### src/rtl/lc3_ctrl_pkg.sv
// Shared types and encodings for the LC3 pipeline controller.
// Holds the controller state set, opcode values and memory-phase codes.
package lc3_ctrl_pkg;

  typedef enum logic [2:0] {
    ST_RST     = 3'd0,
    ST_FILL0   = 3'd1,
    ST_FILL1   = 3'd2,
    ST_FILL2   = 3'd3,
    ST_RUN     = 3'd4,
    ST_MEM_IND = 3'd5,
    ST_MEM_RW  = 3'd6,
    ST_BR_WAIT = 3'd7
  } state_t;

  localparam logic [3:0] OP_BR   = 4'h0;
  localparam logic [3:0] OP_ADD  = 4'h1;
  localparam logic [3:0] OP_LD   = 4'h2;
  localparam logic [3:0] OP_ST   = 4'h3;
  localparam logic [3:0] OP_JSR  = 4'h4;
  localparam logic [3:0] OP_AND  = 4'h5;
  localparam logic [3:0] OP_LDR  = 4'h6;
  localparam logic [3:0] OP_STR  = 4'h7;
  localparam logic [3:0] OP_RTI  = 4'h8;
  localparam logic [3:0] OP_NOT  = 4'h9;
  localparam logic [3:0] OP_LDI  = 4'hA;
  localparam logic [3:0] OP_STI  = 4'hB;
  localparam logic [3:0] OP_JMP  = 4'hC;
  localparam logic [3:0] OP_RES  = 4'hD;
  localparam logic [3:0] OP_LEA  = 4'hE;
  localparam logic [3:0] OP_TRAP = 4'hF;

  localparam logic [1:0] MS_READ  = 2'd0;
  localparam logic [1:0] MS_IND   = 2'd1;
  localparam logic [1:0] MS_WRITE = 2'd2;
  localparam logic [1:0] MS_IDLE  = 2'd3;

endpackage

### src/rtl/lc3_op_class.sv
// Classifies an LC3 instruction by the pipeline hazards it creates.
// Only the opcode field matters; operand bits are deliberately ignored.
module lc3_op_class
  import lc3_ctrl_pkg::*;
(
  input  logic [15:0] ir,
  output logic        is_load,
  output logic        is_store,
  output logic        is_indirect,
  output logic        is_ctrl
);

  logic [3:0] op_s;
  logic       unused_operand_s;

  assign op_s             = ir[15:12];
  assign unused_operand_s = ^ir[11:0];

  // Opcode decode into hazard classes
  always_comb begin
    is_load     = 1'b0;
    is_store    = 1'b0;
    is_indirect = 1'b0;
    is_ctrl     = 1'b0;
    case (op_s)
      OP_LD, OP_LDR: is_load = 1'b1;
      OP_LDI: begin
        is_load     = 1'b1;
        is_indirect = 1'b1;
      end
      OP_ST, OP_STR: is_store = 1'b1;
      OP_STI: begin
        is_store    = 1'b1;
        is_indirect = 1'b1;
      end
      OP_BR, OP_JMP: is_ctrl = 1'b1;
      default: is_ctrl = 1'b0;
    endcase
  end

endmodule

### src/rtl/lc3_pipe_ctrl.sv
// LC3 pipeline sequencer: drives stage enables, stalls for data-memory
// accesses and control transfers, and refills the pipe after a branch.
module lc3_pipe_ctrl
  import lc3_ctrl_pkg::*;
#(
  parameter int BR_PENALTY = 2
) (
  input  logic        clk,
  input  logic        rst,
  input  logic [15:0] IR,
  input  logic [15:0] IR_Exec,
  input  logic [2:0]  psr,
  input  logic        complete_data,
  output logic        enable_fetch,
  output logic        enable_updatePC,
  output logic        enable_decode,
  output logic        enable_execute,
  output logic        enable_writeback,
  output logic [1:0]  mem_state,
  output logic        br_taken
);

  localparam int              CNT_W    = $clog2(BR_PENALTY);
  localparam logic [CNT_W-1:0] CNT_LAST = CNT_W'(BR_PENALTY - 1);

  state_t           state_r, state_nx_s;
  logic [CNT_W-1:0] cnt_r, cnt_nx_s;
  logic             is_load_r, is_load_nx_s;

  logic ex_load_s, ex_store_s, ex_ind_s, ex_ctrl_s;
  logic id_load_s, id_store_s, id_ind_s, id_ctrl_s;
  logic ex_jmp_s, br_cond_s, unused_class_s;

  lc3_op_class u_class_id (
    .ir          (IR),
    .is_load     (id_load_s),
    .is_store    (id_store_s),
    .is_indirect (id_ind_s),
    .is_ctrl     (id_ctrl_s)
  );

  lc3_op_class u_class_ex (
    .ir          (IR_Exec),
    .is_load     (ex_load_s),
    .is_store    (ex_store_s),
    .is_indirect (ex_ind_s),
    .is_ctrl     (ex_ctrl_s)
  );

  assign ex_jmp_s       = (IR_Exec[15:12] == OP_JMP);
  assign br_cond_s      = |(IR_Exec[11:9] & psr);
  assign unused_class_s = ex_ctrl_s ^ id_load_s ^ id_store_s ^ id_ind_s;

  // State, branch counter and latched access class
  always_ff @(posedge clk) begin
    if (rst) begin
      state_r   <= ST_RST;
      cnt_r     <= '0;
      is_load_r <= 1'b0;
    end else begin
      state_r   <= state_nx_s;
      cnt_r     <= cnt_nx_s;
      is_load_r <= is_load_nx_s;
    end
  end

  // Next-state selection; memory in execute outranks a control op in decode
  always_comb begin
    state_nx_s   = state_r;
    cnt_nx_s     = cnt_r;
    is_load_nx_s = is_load_r;
    case (state_r)
      ST_RST:   state_nx_s = ST_FILL0;
      ST_FILL0: state_nx_s = ST_FILL1;
      ST_FILL1: state_nx_s = ST_FILL2;
      ST_FILL2: state_nx_s = ST_RUN;
      ST_RUN: begin
        if (ex_load_s || ex_store_s) begin
          is_load_nx_s = ex_load_s;
          state_nx_s   = ex_ind_s ? ST_MEM_IND : ST_MEM_RW;
        end else if (id_ctrl_s) begin
          state_nx_s = ST_BR_WAIT;
          cnt_nx_s   = '0;
        end else begin
          state_nx_s = ST_RUN;
        end
      end
      ST_MEM_IND: begin
        if (complete_data) state_nx_s = ST_MEM_RW;
        else               state_nx_s = ST_MEM_IND;
      end
      ST_MEM_RW: begin
        if (complete_data) state_nx_s = ST_RUN;
        else               state_nx_s = ST_MEM_RW;
      end
      ST_BR_WAIT: begin
        if (cnt_r == CNT_LAST) begin
          state_nx_s = ST_FILL0;
          cnt_nx_s   = '0;
        end else begin
          cnt_nx_s = cnt_r + CNT_W'(1);
        end
      end
      default: state_nx_s = ST_RST;
    endcase
  end

  // Output decode of the registered state
  always_comb begin
    enable_fetch     = 1'b0;
    enable_updatePC  = 1'b0;
    enable_decode    = 1'b0;
    enable_execute   = 1'b0;
    enable_writeback = 1'b0;
    mem_state        = MS_IDLE;
    br_taken         = 1'b0;
    case (state_r)
      ST_RST: mem_state = MS_IDLE;
      ST_FILL0: begin
        enable_fetch    = 1'b1;
        enable_updatePC = 1'b1;
      end
      ST_FILL1: begin
        enable_fetch    = 1'b1;
        enable_updatePC = 1'b1;
        enable_decode   = 1'b1;
      end
      ST_FILL2: begin
        enable_fetch    = 1'b1;
        enable_updatePC = 1'b1;
        enable_decode   = 1'b1;
        enable_execute  = 1'b1;
      end
      ST_RUN: begin
        enable_fetch     = 1'b1;
        enable_updatePC  = 1'b1;
        enable_decode    = 1'b1;
        enable_execute   = 1'b1;
        enable_writeback = 1'b1;
      end
      ST_MEM_IND: mem_state = MS_IND;
      ST_MEM_RW: begin
        mem_state = is_load_r ? MS_READ : MS_WRITE;
        if (is_load_r && complete_data) enable_writeback = 1'b1;
        else                            enable_writeback = 1'b0;
      end
      ST_BR_WAIT: begin
        if (cnt_r == '0) begin
          enable_execute   = 1'b1;
          enable_writeback = 1'b1;
          br_taken         = ex_jmp_s | br_cond_s;
        end else if (cnt_r == CNT_LAST) begin
          enable_updatePC = 1'b1;
        end else begin
          enable_updatePC = 1'b0;
        end
      end
      default: mem_state = MS_IDLE;
    endcase
  end

endmodule

### config.mk
export PLATFORM = sky130hd
export DESIGN_NAME = lc3_pipe_ctrl
export DESIGN_NICKNAME = d
export VERILOG_FILES = /design/src/rtl/lc3_ctrl_pkg.sv /design/src/rtl/lc3_op_class.sv /design/src/rtl/lc3_pipe_ctrl.sv
export SDC_FILE = /design/constraint.sdc
export NUM_CORES = 1
export LEC_CHECK = 0
export ABC_AREA = 1
export CAP_MARGIN = 40
export CORE_MARGIN = 10
export CORE_UTILIZATION = 29
export DETAILED_ROUTE_END_ITERATION = 6
export GPL_TIMING_DRIVEN = 0
export PLACE_DENSITY = 0.83
export SLEW_MARGIN = 10
export SYNTH_ARGS = -nofsm -noshare
export SYNTH_HDL_FRONTEND = slang
export SYNTH_SLANG_ARGS = --single-unit
### constraint.sdc
create_clock -name clk -period 1.35 [get_ports clk]
set_input_delay 0.3375 -clock clk [delete_from_list [all_inputs] [get_ports clk]]
set_output_delay 0.3375 -clock clk [all_outputs]
set_load 0.02 [all_outputs]
=== Yosys cells after proc, flatten, opt, wreduce, memory -nomap -nowiden ===
Cells that the tools add are included.
W data, S select, Z words.

* Register bits: 5
* Bits in latches: 0
* Memory bits (writable): 0
* ROM bits: 0
* Output and inout bits: 8
* Logic and storage cells: 66
* Memories kept: 0

* Add/sub/neg operators: 1
* Multipliers: 0
* Div/mod/pow operators: 0
* $lt $le $gt $ge: 0
* Equality and inequality tests: 18
* Shift-type cells: 0
* Multiplexer cells: 27
* Bitwise logic cells: 2
* Reductions and logical operators: 15

{| class="wikitable"
|+ Operator list
! operator !! number
|-
| $pmux W3 S8 || 1
|-
| $eq A4 B4 Y1 const B || 4
|-
| $mux W1 || 14
|-
| $eq A3 B3 Y1 const B || 4
|-
| $mux W2 || 6
|-
| $reduce_or A3 Y1 || 4
|-
| $eq A4 B2 Y1 const B || 2
|-
| $eq A4 B3 Y1 const B || 2
|-
| $eq A3 B2 Y1 const B || 2
|-
| $ne A2 B2 Y1 const B || 3
|-
| $pmux W1 S2 || 3
|-
| $reduce_or A2 Y1 || 3
|-
| $logic_not A4 Y1 || 1
|-
| $pmux W2 S2 || 1
|-
| $reduce_or A4 Y1 || 1
|-
| $and A3 B3 Y3 || 1
|-
| $eq A3 B1 Y1 const B || 1
|-
| $logic_not A3 Y1 || 1
|-
| $mux W3 || 1
|-
| $pmux W1 S3 || 1
|-
| $reduce_and A3 Y1 || 1
|-
| $reduce_and A2 Y1 || 1
|-
| $reduce_bool A2 Y1 || 1
|-
| $add A1 B1 Y1 const B || 1
|-
| 3 further kinds || 3
|}

=== Longest topological paths before layout ===
* Word-level depth: 6
* Depth in mapped cells: 8
* Gate-level depth less buffers: 8

=== Cells and area by module ===
From an unflattened synthesis, not the netlist that was laid out.

* Cell total of the unflattened synthesis: 98
* Area total of the unflattened synthesis: 529.3 um2

{| class="wikitable"
|+ By module, submodules not included
! module !! instances !! cells an instance !! area an instance (um2)
|-
| lc3_pipe_ctrl || 1 || 72 || 421.7
|-
| lc3_op_class || 2 || 13 || 53.8
|}

=== Worst setup path before layout ===
No wires, ideal clock.

* Kind: register -> output
* From: register state_r[0]
* To: output enable_writeback
* Arrival: 1.221 ns
* Path slack: -0.209 ns
* Cell stages (with the launch flop): 5
* Path through: dfxtp_1 buf_2 inv_2 nand3_1 o211ai_1

* Word-level cells in the longest chain between the ends: 2
* Elaborated cells on any way between the ends: 4
* Classes of those cells: eq/ne: 3; mux: 1

{| class="wikitable"
|+ Ends and longest elaborated chain
! item !! line !! text
|-
| from (decl) || lc3_pipe_ctrl.sv:26 || <nowiki>state_t state_r, state_nx_s;</nowiki>
|-
| from (signal assigned) || lc3_pipe_ctrl.sv:61 || <nowiki>state_r <= state_nx_s;</nowiki>
|-
| $eq A3 B3 Y1 || lc3_pipe_ctrl.sv:117 || <nowiki>case (state_r)</nowiki>
|-
| $pmux W1 S3 * || lc3_pipe_ctrl.sv:117 ||
|-
| to (decl) || lc3_pipe_ctrl.sv:18 || <nowiki>output logic enable_writeback,</nowiki>
|}

Mark *: on every way between the ends. The rest lies on a longest branch, timed or not.

=== Worst setup path after layout ===
* From: register state_r[0]
* To: output enable_updatePC

* Word-level cells in the longest chain between the ends: 3
* Elaborated cells on any way between the ends: 7
* Classes of those cells: eq/ne: 5; mux: 1; reduce/logical: 1

{| class="wikitable"
|+ Ends and longest elaborated chain
! item !! line !! text
|-
| $eq A3 B3 Y1 (tied with other cells) || lc3_pipe_ctrl.sv:117 ||
|-
| $reduce_or A4 Y1 (no source line) || n/a ||
|-
| $pmux W1 S2 * || lc3_pipe_ctrl.sv:117 ||
|-
| to (decl) || lc3_pipe_ctrl.sv:15 || <nowiki>output logic enable_updatePC,</nowiki>
|}

Marks and branches as above.

==> results.tsv <==
metric	value	unit
CP delay by family, top	buffers and inverters	
Post-Syn Area	492	sq um
Worst EP required	1.01	ns
period utilization	125	%
top-area cell type share of the netlist area	21.4	%
CTS Buf Count	3	
GR Util met2	19.4	%
# IOs	46	
final hold vios	0	
failing checks	setup timing	
Worst-Margin Slew	0.223	ns
GPL Wtd Cong	0.933	
DRT iter0 DRCs	19	
Netlist cell types	16	
post-synth top area cell	nand2_1	
row cnt	14	
first-pass GRT wire length	2.97	mm
Tmin final	1.69	ns
WP data arrival	1.35	ns
post-route setup TNS	-1.67	ns
Starting Density	31.5	%
post-route ant nets	0	
Slew Viols, Final	0	
slowest stage cell, crit path	dfxtp_2	
area overhead of the layout relative to synthesis	95.7	%
WS Path Type	register to output pin	
dpl ws	-0.869	ns
WL/cell	13.6	microns
met3 global-route usage	2.88	%
worst path bufs/invs	4	
clk slew on worst S/H paths	0.04	ns
Fill cells	147	
Mean Syn Cell Area	5.52	sq um
Core Region	0.00156	sq mm
CP max FO	7	
most common cell after layout, fill and taps aside	nand2_1	
Hold WS	0.566	ns
Leak	0.000452	uW
fmax	593	MHz
CP Launch Type	register	
most used routing layer	met2	
final WL	1.98	mm
endpoint class of the critical path	output pin	
pin count of the biggest net entering global routing	9	
htree depth	1	
synth warn	0	
Area contributors post-synth	nand2_1 21%, dfxtp_1 20%, nand3_1 10%, inv_1 8.4%, nor2_1 8.4%	
CTS root buffer	clkbuf_4	
vias per cell	4.99	
final setup margin	-0.336	ns
hpwl dp	1.33	mm
syn nets	127	
initial antenna violation count	0	
status	finished with violations	
CP peak stage delay	0.31	ns
Total Routing Usage GR	10.3	%
min-delay worst type	register to register	
Port Buffers	24	
die span in x	61.2	microns
Overflow after GRT	0	
RSZ-0062 raised after global routing	true	
DRT Pass-1 Iters	4	
Final nets	168	
fraction of layout cells with a size suffix above 1	34.9	%
final core utilization	61.7	%
Max Clock Skew	0.000448	ns
vias in the first global route	664	
highest-count cells in the layout ignoring fill and taps	26 x nand2_1, 15 x buf_4, 13 x clkdlybuf4s50_1	
Inst Count DP	129	
synthesized instance count	89	
post-synthesis sequential area ratio	20.4	%
Post-Layout Cell Count	145	
GR Util met1	10.8	%
number of diodes	0	
Final Setup Violations	8	
CP cell instances	buf_6 -> inv_6 -> nand3_2 -> nand2_1 -> inv_1 -> o211ai_1 -> buf_4	
Vias	723	
Die Y	61.2	microns
die area	0.00374	sq mm
Max Root-Sink Buffers	2	
worst IR drop on VDD	0.000663	V
clk_lat worst skew	0.24	ns
CTS tree	built	
DRC viols	0	
max_cap viols	0	
total power per unit cell area	894	mW/mm^2
clk sinks	5	
relative slew slack	85.0	%
#FFs+latches synth	5	
==> path summary, 6_finish.rpt <==
check	start	to	slack [ns]	cells past startpoint
setup / recovery	state_r[0]$_SDFFE_PP0N_	enable_updatePC	-0.34	7
hold / removal	cnt_r$_SDFFE_PP0P_	cnt_r$_SDFFE_PP0P_	0.57	2
setup reg to reg	state_r[1]$_SDFFE_PP0N_	cnt_r$_SDFFE_PP0P_	0.08	9
hold reg to reg	cnt_r$_SDFFE_PP0P_	cnt_r$_SDFFE_PP0P_	0.57	2
==> state kept, by name, summed over array words and instances (netlist names) <==
signal,flops
cnt_r,1
is_load_r,1
state_r,3
==> kinds of logic after synthesis <==
kind of cell / count (synthesis) / synth area share, %
buffers and inverters: 16 / 12.7
AOI/OAI and AO/OA: 12 / 14.5
and+or+nand+nor: 56 / 52.4
DFF: 5 / 20.4
==> per-stage QoR <==
step | power, uW | area (sq um)
after global placement | 569 | 798
after detailed placement | 577 | 798
final | 861 | 962
after global routing | 916 | 962
after CTS | 812 | 908
after floorplan | 412 | 538
==> report_power, final <==
part	switching (uW)	total [uW]	internal (uW)	leakage (uW)
sequential	15.7	183	167	0.0000422
combinational	269	506	237	0.000395
clock	60.6	172	112	0.0000150
==> tightest hold or removal path, cell delays in order, from the launching register on <==
cell and delay, ns:
dfxtp_1 0.34, a21oi_1 0.13, nor2_1 0.05
==> cell type report <==
class / count / area (sq um) / share of cell area (%)
Clock buffer: 4 / 26.3 / 2.73
Multi-Input combinational cell: 68 / 393 / 40.8
Tap cell: 16 / 20.0 / 2.08
Timing Repair Buffer: 36 / 325 / 33.8
Buffer: 2 / 26.3 / 2.73
Sequential cell: 5 / 106 / 11.1
Inverter: 14 / 65.1 / 6.76
==> Yosys cell counts <==
master,instances
nand2_1,28
inv_1,11
nor2_1,11
nand3_1,10
a21oi_1,7
dfxtp_1,5
inv_2,3
o211ai_1,3
buf_2,2
nor2_2,2
nor2_4,2
a41oi_1,1
nand2_4,1
nand3_2,1
nor3_1,1
o21ai_1,1
==> what timing repair did <==
| action | in CTS | in global routing |
|---|---|---|
| gates resized for setup | 57 | 8 |
| gates cloned | 0 | 0 |
| hold buffers | 0 | 0 |
| setup buffers | 8 | 4 |
| pin swaps | 8 | 6 |
| setup endpoints to repair | 8 | 8 |
==> routing by layer <==
metal  vias to the layer above  wire length [microns]
li1                        366                      -
met1                       330                    772
met2                        25                   1100
met3                         2                     85
met4                         0                     21
met5                         -                      0
Note: power is estimated with default switching activity, not from simulation.
